===== src/rtl/mnacidpro_pkg.sv =====
`default_nettype none
//------------------------------------------------------------------------------
// Module   : mnacidpro_pkg
// Brief    : Shared phase encoding, valve/pump constants and per-phase valve map
//            for the chained nucleic-acid purification sequencer.
// Revision : 1.0 - initial release
//------------------------------------------------------------------------------
package mnacidpro_pkg;

    typedef enum logic [2:0] {
        IDLE    = 3'd0,
        GUARD   = 3'd1,
        LOAD    = 3'd2,
        LYSIS   = 3'd3,
        WASH    = 3'd4,
        ELUTE   = 3'd5,
        COLLECT = 3'd6,
        ABORT   = 3'd7
    } phase_e;

    localparam logic VALVE_OPEN   = 1'b0;
    localparam logic VALVE_CLOSED = 1'b1;

    localparam logic [2:0]      PUMP_HALT = 3'b111;
    // Entry 0 is the first pattern after every phase entry.
    localparam logic [2:0][2:0] PUMP_SEQ  = {3'b110, 3'b101, 3'b011};

    typedef struct packed {
        logic lysis;
        logic wash;
        logic elute;
        logic horiz;
        logic vertical;
        logic loop_exit;
        logic bead_vtl;
        logic bead_trap;
        logic stage_wash;
    } valves_t;

    function automatic valves_t phase_valves(input phase_e p);
        valves_t v;
        v = '1;
        case (p)
            LOAD: begin
                v.horiz     = VALVE_OPEN;
                v.bead_trap = VALVE_OPEN;
            end
            LYSIS: begin
                v.lysis     = VALVE_OPEN;
                v.vertical  = VALVE_OPEN;
                v.bead_trap = VALVE_OPEN;
            end
            WASH: begin
                v.wash       = VALVE_OPEN;
                v.stage_wash = VALVE_OPEN;
                v.vertical   = VALVE_OPEN;
                v.bead_trap  = VALVE_OPEN;
            end
            ELUTE: begin
                v.elute     = VALVE_OPEN;
                v.loop_exit = VALVE_OPEN;
                v.bead_vtl  = VALVE_OPEN;
            end
            COLLECT: v.loop_exit = VALVE_OPEN;
            default: v = '1;
        endcase
        return v;
    endfunction

endpackage
`default_nettype wire


===== src/rtl/mnacidpro_pump_seq.sv =====
`default_nettype none
//------------------------------------------------------------------------------
// Module   : mnacidpro_pump_seq
// Brief    : Three-phase peristaltic pump pattern generator with clock divider,
//            direction control and restart on phase entry.
// Revision : 1.0 - initial release
//------------------------------------------------------------------------------
module mnacidpro_pump_seq #(
    parameter int PUMP_DIV = 4
) (
    input  logic       clk,
    input  logic       rst,
    input  logic       enable,
    input  logic       reverse,
    input  logic       restart,
    output logic [2:0] pattern
);
    import mnacidpro_pkg::*;

    localparam int              CNT_W      = (PUMP_DIV > 1) ? $clog2(PUMP_DIV) : 1;
    localparam logic [CNT_W-1:0] C_DIV_LAST = CNT_W'(PUMP_DIV - 1);

    logic [CNT_W-1:0] r_cnt;
    logic [1:0]       r_idx;
    logic [2:0]       r_pattern;
    logic [1:0]       w_idx_step;

    always_comb begin
        if (reverse) w_idx_step = (r_idx == 2'd0) ? 2'd2 : r_idx - 2'd1;
        else         w_idx_step = (r_idx == 2'd2) ? 2'd0 : r_idx + 2'd1;
    end

    always_ff @(posedge clk) begin
        if (rst || !enable) begin
            r_cnt     <= '0;
            r_idx     <= 2'd0;
            r_pattern <= PUMP_HALT;
        end else if (restart) begin
            r_cnt     <= '0;
            r_idx     <= 2'd0;
            r_pattern <= PUMP_SEQ[0];
        end else if (r_cnt == C_DIV_LAST) begin
            r_cnt     <= '0;
            r_idx     <= w_idx_step;
            r_pattern <= PUMP_SEQ[w_idx_step];
        end else begin
            r_cnt <= r_cnt + CNT_W'(1);
        end
    end

    assign pattern = r_pattern;

endmodule
`default_nettype wire


===== src/rtl/mnacidpro_seq_ctrl.sv =====
`default_nettype none
//------------------------------------------------------------------------------
// Module   : mnacidpro_seq_ctrl
// Brief    : Protocol sequencer for an N-stage chained purification array:
//            load, lysis, repeated wash, elute, per-stage collection.
// Revision : 1.0 - initial release
//------------------------------------------------------------------------------
module mnacidpro_seq_ctrl #(
    parameter int N_STAGES     = 3,
    parameter int TIME_W       = 16,
    parameter int PUMP_DIV     = 4,
    parameter int GUARD_CYCLES = 2,
    parameter int REP_W        = 4
) (
    input  logic                          clk,
    input  logic                          rst,
    input  logic                          start,
    input  logic                          abort,
    input  logic [TIME_W-1:0]             load_time,
    input  logic [TIME_W-1:0]             lysis_time,
    input  logic [TIME_W-1:0]             wash_time,
    input  logic [REP_W-1:0]              wash_reps,
    input  logic [TIME_W-1:0]             elute_time,
    input  logic                          elute_rev,
    input  logic [TIME_W-1:0]             collect_time,
    output logic                          busy,
    output logic                          done,
    output logic                          aborted,
    output logic [2:0]                    phase,
    output logic [$clog2(N_STAGES+1)-1:0] stage_idx,
    output logic                          lysis_ctl,
    output logic                          wash_ctl,
    output logic                          elute_ctl,
    output logic                          horiz_ctl,
    output logic                          vertical_ctl,
    output logic                          loop_exit_ctl,
    output logic                          bead_vtl_ctl,
    output logic                          bead_trap_ctl,
    output logic                          stage_wash_ctl,
    output logic [N_STAGES-1:0]           collection_ctl,
    output logic [2:0]                    pump
);
    import mnacidpro_pkg::*;

    localparam int                STAGE_W      = $clog2(N_STAGES + 1);
    localparam logic [STAGE_W-1:0] C_LAST_STAGE = STAGE_W'(N_STAGES - 1);

    phase_e              r_state, r_after, w_next, w_after_n;
    logic [TIME_W-1:0]   r_timer, w_dur;
    logic [TIME_W-1:0]   r_load_t, r_lysis_t, r_wash_t, r_elute_t, r_collect_t;
    logic [REP_W-1:0]    r_reps, w_reps_n;
    logic [STAGE_W-1:0]  r_stage, w_stage_n;
    logic                r_elute_rev;
    logic                w_latch, w_done_n, w_aborted_n, w_timer_end;
    valves_t             r_valves;
    logic [N_STAGES-1:0] r_collection, w_collection;
    logic                r_busy, r_done, r_aborted;
    logic                w_pump_en, w_pump_rev, w_pump_restart;

    assign w_timer_end = (r_timer <= TIME_W'(1));

    always_comb begin
        w_next      = r_state;
        w_after_n   = r_after;
        w_reps_n    = r_reps;
        w_stage_n   = r_stage;
        w_latch     = 1'b0;
        w_done_n    = 1'b0;
        w_aborted_n = 1'b0;
        case (r_state)
            IDLE: begin
                if (start && !abort) begin
                    w_latch   = 1'b1;
                    w_next    = GUARD;
                    w_after_n = LOAD;
                    w_reps_n  = wash_reps;
                    w_stage_n = '0;
                end
            end
            ABORT: begin
                if (w_timer_end) begin
                    w_next      = IDLE;
                    w_aborted_n = 1'b1;
                    w_stage_n   = '0;
                end
            end
            default: begin
                if (abort) begin
                    w_next = ABORT;
                end else if (w_timer_end) begin
                    w_next = GUARD;
                    case (r_state)
                        GUARD:   w_next    = r_after;
                        LOAD:    w_after_n = LYSIS;
                        LYSIS:   w_after_n = (r_reps == '0) ? ELUTE : WASH;
                        WASH: begin
                            w_reps_n  = r_reps - REP_W'(1);
                            w_after_n = (r_reps <= REP_W'(1)) ? ELUTE : WASH;
                        end
                        ELUTE:   w_after_n = COLLECT;
                        COLLECT: begin
                            if (r_stage == C_LAST_STAGE) begin
                                w_next    = IDLE;
                                w_done_n  = 1'b1;
                                w_stage_n = '0;
                            end else begin
                                w_stage_n = r_stage + STAGE_W'(1);
                                w_after_n = COLLECT;
                            end
                        end
                        default: w_next = IDLE;
                    endcase
                end
            end
        endcase
    end

    // Duration loaded into the timer on entry to the next state; 0 runs as 1.
    always_comb begin
        w_dur = TIME_W'(GUARD_CYCLES);
        case (w_next)
            LOAD:    w_dur = r_load_t;
            LYSIS:   w_dur = r_lysis_t;
            WASH:    w_dur = r_wash_t;
            ELUTE:   w_dur = r_elute_t;
            COLLECT: w_dur = r_collect_t;
            default: w_dur = TIME_W'(GUARD_CYCLES);
        endcase
        if (w_dur == '0) w_dur = TIME_W'(1);
    end

    always_comb begin
        w_collection = '1;
        for (int i = 0; i < N_STAGES; i++) begin
            if (w_next == COLLECT && w_stage_n == STAGE_W'(i)) w_collection[i] = VALVE_OPEN;
        end
    end

    always_ff @(posedge clk) begin
        if (rst) begin
            r_state      <= IDLE;
            r_after      <= IDLE;
            r_timer      <= '0;
            r_load_t     <= '0;
            r_lysis_t    <= '0;
            r_wash_t     <= '0;
            r_elute_t    <= '0;
            r_collect_t  <= '0;
            r_elute_rev  <= 1'b0;
            r_reps       <= '0;
            r_stage      <= '0;
            r_valves     <= '1;
            r_collection <= '1;
            r_busy       <= 1'b0;
            r_done       <= 1'b0;
            r_aborted    <= 1'b0;
        end else begin
            r_state <= w_next;
            r_after <= w_after_n;
            r_reps  <= w_reps_n;
            r_stage <= w_stage_n;
            if (w_next != r_state)        r_timer <= w_dur;
            else if (!w_timer_end)        r_timer <= r_timer - TIME_W'(1);
            if (w_latch) begin
                r_load_t    <= load_time;
                r_lysis_t   <= lysis_time;
                r_wash_t    <= wash_time;
                r_elute_t   <= elute_time;
                r_collect_t <= collect_time;
                r_elute_rev <= elute_rev;
            end
            r_valves     <= phase_valves(w_next);
            r_collection <= w_collection;
            r_busy       <= (w_next != IDLE);
            r_done       <= w_done_n;
            r_aborted    <= w_aborted_n;
        end
    end

    assign w_pump_en      = (w_next inside {LOAD, LYSIS, WASH, ELUTE, COLLECT});
    assign w_pump_rev     = (w_next == ELUTE) && r_elute_rev;
    assign w_pump_restart = (w_next != r_state);

    mnacidpro_pump_seq #(
        .PUMP_DIV (PUMP_DIV)
    ) u_pump (
        .clk     (clk),
        .rst     (rst),
        .enable  (w_pump_en),
        .reverse (w_pump_rev),
        .restart (w_pump_restart),
        .pattern (pump)
    );

    assign busy           = r_busy;
    assign done           = r_done;
    assign aborted        = r_aborted;
    assign phase          = r_state;
    assign stage_idx      = r_stage;
    assign lysis_ctl      = r_valves.lysis;
    assign wash_ctl       = r_valves.wash;
    assign elute_ctl      = r_valves.elute;
    assign horiz_ctl      = r_valves.horiz;
    assign vertical_ctl   = r_valves.vertical;
    assign loop_exit_ctl  = r_valves.loop_exit;
    assign bead_vtl_ctl   = r_valves.bead_vtl;
    assign bead_trap_ctl  = r_valves.bead_trap;
    assign stage_wash_ctl = r_valves.stage_wash;
    assign collection_ctl = r_collection;

endmodule
`default_nettype wire


===== config.mk =====
export PLATFORM = sky130hd
export DESIGN_NAME = mnacidpro_seq_ctrl
export DESIGN_NICKNAME = d
export VERILOG_FILES = /design/src/rtl/mnacidpro_pkg.sv /design/src/rtl/mnacidpro_pump_seq.sv /design/src/rtl/mnacidpro_seq_ctrl.sv
export SDC_FILE = /design/constraint.sdc
export NUM_CORES = 1
export LEC_CHECK = 0
export ABC_AREA = 1
export BUFFER_PORTS_ARGS = -buffer_cell sky130_fd_sc_hd__buf_2
export CAP_MARGIN = 20
export CORE_ASPECT_RATIO = 1.4
export CORE_UTILIZATION = 35
export CTS_CLUSTER_SIZE = 12
export DETAILED_ROUTE_END_ITERATION = 7
export GPL_ROUTABILITY_DRIVEN = 0
export GPL_TIMING_DRIVEN = 1
export MAX_ROUTING_LAYER = met4
export PLACE_DENSITY = 0.57
export SETUP_SLACK_MARGIN = 0.2
export SYNTH_ARGS = -nofsm -noshare
export SYNTH_HDL_FRONTEND = slang
export SYNTH_SLANG_ARGS = --single-unit

===== constraint.sdc =====
create_clock -name clk -period 4 [get_ports clk]
set_input_delay 0.6 -clock clk [delete_from_list [all_inputs] [get_ports clk]]
set_output_delay 0.6 -clock clk [all_outputs]
set_load 0.02 [all_outputs]

==> metrics.md, run 1 <==
| Metric | Value |
|---|---|
| Outcome | completed |
| Post-CTS setup buffers | 0 |
| CTS sink cnt | 129 |
| Cell Pwr Density | 786.8 mW/mm^2 |
| Die area | 0.01869 sq mm |
| Core Area | 0.01754 sq mm |
| CP Data Required Time | 4.32 ns |
| CTS-repair resized insts | 0 |
| Syn Inst Count | 910 |
| Post-synth design cell area | 0.006349 sq mm |
| Endpoints failing setup | 0 |
| Flops & latches, synth | 129 |
| CP arrival | 3.66 ns |
| Int Pwr | 0.003365 W |
| Ys flop type | dfxtp_1 |
| Reg2Reg Setup Slack | 0.66 ns |
| Ys Warns | 0 |
| Cells on worst reg2reg path | 24 |
| Clock power share | 26.6% |
| Hold path endpoint | r_elute_t[7] |
| EDFF count, synth | 0 |
| Finished Cell Area | 0.007632 sq mm |
| Crit path capture type | flop |
| Total I/O pin count | 112 |
| Final clock skew | 0.01462 ns |
| Detailed router's first-iteration violation count | 326 |
| F_max | 299.6 MHz |
| CTS tree | yes |
| Port bufs | 111 |
| H-tree levels | 4 |
| Hold crit path type | in2reg |
| Post-Route WL | 17.87 mm |
| Initial antenna violation count | 0 |
| Tmin final | 3.338 ns |
| Logic pwr share | 43.6% |
| Max transition margin | 38.88% |
| Share of cells above drive strength 1 | 19.29% |
| RSZ-0062 raised after global routing | false |
| Skew-Pair Late Insertion Delay | 0.43 ns |
| CP Class | reg2reg |
| CTS Buf Count | 17 |
| Fraction of registers with async set/reset | 0% |
| Sw frac | 43.96% |
| Buffers from clock root to sink, at most | 2 |
| Slew Limit Fails | 0 |
| Leakage | 3.510 nW |
| Root Buffer | clkbuf_16 |
| Placed instance area | 0.007024 sq mm |
| Worst Tran Pin Value | 0.9168 ns |
| Sequential-to-total area share from yosys stat | 40.68% |
| Max Cap Violations | 0 |
| Setup TNS | 0 ns |
| CP max FO | 15 |
| Post-synth cell types | 43 |
| Hold wc startpoint | elute_time[7] |
| Post-route ant nets | 0 |
| TritonRoute pass-1 iters | 6 |
| Cells on Worst Hold Path | 3 |
| Switching Power | 0.002640 W |
| Die height | 161.4 um |
| Total Nets Final | 1097 |
| Synth Net Count | 1009 |
| First-pass GRT wire length | 28.91 mm |
| Total congestion overflow | 0 |
| Vias per cell | 4.852 |
| Largest net degree at the start of global routing | 101 |
| Final Hold Vio Count | 0 |
| # diodes | 0 |
| Post-Layout Cell Count | 1247 |
| Initial Util | 36.19% |
| Peak supply drop | 0.0003323 V |
| Synthesized area per cell | 6.976 sq um |
| Seq pwr share | 29.8% |
| Die Wd | 115.8 um |
| Via count | 6051 |
| Vias in the first global route | 5882 |
| DRC Markers | 0 |
| RR Startpoint | r_timer[0] |
| Cts hold-fix bufs | 0 |
| HPWL after DPL | 13.18 mm |
| Area grow syn2layout | 20.22% |
| Placed cell count | 1215 |
| Worst R2R End | r_timer[0] |
| Overall routing resource usage | 20.86% |
| Critical Path Source Type | flop |
| Hold_ws | 0.3878 ns |
| Crit share post-route | 83.46% |
| Clock-pin slew on the worst setup and hold paths | 0.06 ns |
| Row count | 57 |
| Avg WL per Cell | 14.33 um |
==> flip-flops by register name, indices dropped and copies added (netlist names), 4 cells and up <==
signal and flops:
r_load_t 16, r_collect_t 16, r_wash_t 16, r_lysis_t 16, r_elute_t 16, r_reps 4, r_timer 16
==> metal layers <==
metal	track usage (%)	vias to the layer above	share of wire, %
li1	-	3153	-
met1	23.99	2727	43
met2	34.88	138	50
met3	3.415	33	3.2
met4	9.965	0	3.3
met5	-	-	0
==> worst max-delay path by stage <==
| stage | depth (start not counted) | from | to | slack (ns) |
|---|---|---|---|---|
| 6_report | 24 | r_timer[0] | r_timer[0] | 0.66 |
| 3_3_place_gp | 24 | r_timer[0] | r_timer[0] | 0.67 |
| 3_5_place_dp | 24 | r_timer[0] | r_timer[0] | 0.69 |
| 5_1_grt | 24 | r_timer[0] | r_timer[0] | 0.34 |
| 2_1_floorplan | 19 | r_timer[0] | u_pump.pattern[2] | 1.52 |
| 4_1_cts | 24 | r_timer[0] | r_timer[0] | 0.67 |
==> area by class of cell <==
class | instances | area, sq um
clock inverters | 15 | 182.7
multi-input cells | 650 | 3198
inverters | 78 | 297.8
well taps | 236 | 295.3
repair buffers | 122 | 650.6
clock buffers | 17 | 425.4
fillers | 1926 | 9912
flip-flops and latches | 129 | 2582
==> cell usage after synthesis (all sizes together) (2+ instances only) <==
library cell / n / area share, %
nand4: 45 / 4.4
mux2i: 2 / 0.32
a211oi: 2 / 0.24
or2: 4 / 0.39
buf: 22 / 2.4
a22oi: 2 / 0.24
ha: 10 / 2.0
nor3: 9 / 0.97
xnor2: 3 / 0.41
nand2: 145 / 9.6
inv: 78 / 4.7
nand3: 46 / 4.0
clkbuf: 31 / 1.8
o21ai: 113 / 9.0
a31oi: 6 / 0.59
nor2: 210 / 13
dfxtp: 129 / 41
nor4: 2 / 0.20
xor2: 6 / 0.95
a21oi: 38 / 3.1
==> metrics by stage <==
step	power (W)	utilization [%]	worst slack, ns
floorplan	0.003859	-	1.525
global placement	0.004429	40.04	0.6744
detailed placement	0.004419	40.04	0.6879
CTS	0.006038	43.50	0.6684
global route	0.006465	43.50	0.3442
finish	0.006005	43.50	0.6617
==> power by group through the flow <==
stage	Sequential, W	Combinational (W)	Clock, W
global route	0.00182	0.00296	0.00169
CTS	0.00179	0.00263	0.00163
finish	0.00179	0.00262	0.00160
detailed placement	0.00181	0.00261	0
global placement	0.00181	0.00262	0
floorplan	0.00177	0.00209	0
==> cells by family (layout without fill, tap and decap cells) <==
group | count (synthesis) | count (layout) | share of synthesized area (%)
AO/OA/AOI/OAI | 167 | 167 | 13.91
XOR/XNOR | 9 | 9 | 1.360
adder cells (fa/ha/maj) | 10 | 10 | 1.971
buffers and inverters | 131 | 232 | 8.948
flip-flops | 129 | 129 | 40.68
multiplexers | 2 | 2 | 0.3153
AND/OR/NAND/NOR | 462 | 462 | 32.81
==> critical path, cell delays in order (launching register included) <==
cell	delay [ns]
dfxtp_1	0.34
inv_1	0.09
ha_1	0.21
inv_1	0.05
nand2_1	0.06
nand3_2	0.08
nor2_4	0.17
nand2_4	0.11
nand2_2	0.15
inv_1	0.09
nor2_1	0.09
nand2_1	0.06
buf_4	0.19
nor2_1	0.70
nand3_1	0.18
nand2_1	0.17
inv_1	0.05
nand2_1	0.09
nor2_1	0.04
nand2_1	0.05
nor2_1	0.04
nand2_1	0.05
nand2_1	0.05
nand2_1	0.05
nand2_1	0.05
==> cell usage in the layout, fill, tap and decap left out, types with 3 or more instances in the layout <==
cell / n
nor2_1: 201
nand2_1: 132
dfxtp_1: 129
o21ai_0: 111
buf_2: 111
inv_1: 72
nand4_1: 45
nand3_1: 43
a21oi_1: 36
clkbuf_16: 17
ha_1: 10
buf_4: 10
nand2_2: 7
nor3_1: 7
nand2_4: 6
a31oi_1: 6
nor2_4: 5
xor2_1: 5
nor2_2: 4
inv_2: 4
or2_2: 4
clkinvlp_4: 4
xnor2_1: 3
clkinv_4: 3
bufinv_16: 3
inv_6: 3
(Power assumes the default switching activity.)
==> inputs of run 2 (changes only) <==
PLACE_DENSITY = 0.59   (was 0.57)
clock period = 3 ns   (was 4 ns; I/O delays follow)
==> run 2 against run 1 <==
  * Final cell count grew 1.1%
  * Non-clock buffer count increased by 14
  * Combinational power up 52%
  * Register-to-register slack got worse by 0.31 ns
  * Sequential power is 33% higher
  * Total power rose by 40%
  * Cell area is 3.1% higher
  * Sequential share of layout area down 1.0 points
  * Clock skew decreased by 0.0057 ns
  * Via count grew 2.6%
  * Critical endpoint unchanged
  * Largest cell class unchanged
==> metrics.md, run 2 (synthesis gave the netlist of run 1 again) <==
| Metric | Value |
|---|---|
| Register area | 0.002584 sq mm |
| Area of the multi-input gates | 0.003307 sq mm |
| # diodes | 0 |
| Leakage | 3.619 nW |
| Max Cap Violations | 0 |
| Total Nets Final | 1111 |
| Buffers from clock root to sink, at most | 2 |
| Total I/O pin count | 112 |
| Crit path capture type | flop |
| Row count | 57 |
| Avg WL per Cell | 14.63 um |
| CTS sink cnt | 129 |
| F_max | 377.1 MHz |
| Core Area | 0.01754 sq mm |
| Area grow syn2layout | 23.93% |
| Slew Limit Fails | 0 |
| Crit share post-route | 88.41% |
| Skew-Pair Late Insertion Delay | 0.43 ns |
| Clock power share | 24.5% |
| Die height | 161.4 um |
| Endpoints failing setup | 0 |
| Post-route ant nets | 0 |
| CP Data Required Time | 3.32 ns |
| Sw frac | 43.95% |
| Cts hold-fix bufs | 0 |
| Critical Path Source Type | flop |
| Vias per cell | 4.922 |
| TritonRoute pass-1 iters | 5 |
| Root Buffer | clkbuf_16 |
| CP arrival | 2.97 ns |
| Max transition margin | 38.69% |
| Finished Cell Area | 0.007868 sq mm |
| Overall routing resource usage | 21.18% |
| Cell Pwr Density | 1068 mW/mm^2 |
| CTS Buf Count | 17 |
| First-pass GRT wire length | 29.51 mm |
| Final Hold Vio Count | 0 |
| Die Wd | 115.8 um |
| Worst Tran Pin Value | 0.9197 ns |
| CP max FO | 11 |
| Int Pwr | 0.004710 W |
| CP Class | reg2reg |
| RSZ-0062 raised after global routing | true |
| Commonest non-fill, non-tap cell in the layout | nor2_1 |
| Share of cells above drive strength 1 | 22.05% |
| Port bufs | 111 |
| Hold_ws | 0.2464 ns |
| HPWL after DPL | 13.32 mm |
| Peak supply drop | 0.0005624 V |
| CTS tree | yes |
| Vias in the first global route | 5980 |
| Total congestion overflow | 0 |
| Die area | 0.01869 sq mm |
| Largest net degree at the start of global routing | 101 |
| Hold crit path type | in2reg |
| # fillers | 1868 |
| DRC Markers | 0 |
| Final clock skew | 0.008900 ns |
| Initial Util | 36.19% |
| Tmin final | 2.652 ns |
| Via count | 6207 |
| Commonest non-fill, non-tap cells in the layout | nor2_1 (196), dfxtp_1 (128), nand2_1 (127), o21ai_0 (111), buf_2 (111) |
| Setup TNS | 0 ns |
| Placed instance area | 0.007077 sq mm |
| Clock-pin slew on the worst setup and hold paths | 0.06 ns |
| Outcome | completed |
| Seq pwr share | 28.3% |
| Logic pwr share | 47.2% |
| H-tree levels | 4 |
| Detailed router's first-iteration violation count | 311 |
| Switching Power | 0.003693 W |
| Post-Route WL | 18.45 mm |
| Initial antenna violation count | 0 |
-- run 2: cell type report --
cell class | count | share of cell area, %
Clock buffer | 18 | 5.455
Clock inverter | 14 | 1.988
Inverter | 78 | 3.785
Multi-Input combinational cell | 650 | 42.03
Sequential cell | 129 | 32.84
Tap cell | 236 | 3.753
Timing Repair Buffer | 136 | 10.15
-- run 2: worst paths after layout --
kind	start	endpoint	slack (ns)	cells past startpoint
worst min register to register	u_pump.r_cnt[0]	u_pump.r_cnt[0]	0.42	1
worst max-delay path	r_timer[0]	r_timer[0]	0.35	22
worst max register to register	r_timer[0]	r_timer[0]	0.35	22
worst min-delay path	load_time[15]	r_load_t[15]	0.25	3
-- run 2: through the flow --
stage               total power, W  instances  utilization, %  setup WS (ns)
floorplan                 0.005145        910               -         0.5245
global placement          0.005977       1222           40.34         0.2561
detailed placement        0.006000       1222           40.34         0.2164
CTS                       0.008080       1254           43.69         0.2027
global route              0.009004       1261           44.84         0.1752
finish                    0.008403       1261           44.84         0.3478
-- run 2: power by group through the flow --
| stage | Sequential, W | Clock [W] | Combinational (W) |
|---|---|---|---|
| after floorplan | 0.00236 | 0 | 0.00279 |
| after global placement | 0.00240 | 0 | 0.00358 |
| after detailed placement | 0.00240 | 0 | 0.00360 |
| after CTS | 0.00237 | 0.00208 | 0.00363 |
| after global routing | 0.00242 | 0.00216 | 0.00443 |
| final | 0.00238 | 0.00206 | 0.00397 |
-- run 2: critical path, cell delays in order (launching register included) --
cell	delay, ns
dfxtp_1	0.39
ha_1	0.17
inv_1	0.04
nand2_1	0.07
nand3_2	0.08
nor2_4	0.18
buf_4	0.13
nand3_1	0.10
nand4_1	0.16
nand2_4	0.12
nor2_1	0.17
buf_4	0.21
nand3_1	0.08
nand2_1	0.13
nor2_1	0.06
nand2_1	0.09
nor2_1	0.05
nand2_1	0.06
nor2_1	0.04
nand2_1	0.05
nand2_1	0.06
nand2_1	0.06
nand2_1	0.04
-- run 2: what timing repair did --
action	in CTS	in global routing
buffers inserted	0	7
pin swaps	0	9
setup endpoints to repair	1	22
gates resized for setup	1	35
-- run 2: metal layers --
metal	wire (um)	GRT usage (%)	up-vias
met5	0	-	-
met4	628	9.965	0
met3	651	3.640	40
met2	9229	35.04	163
met1	7938	24.65	2829
li1	-	-	3175
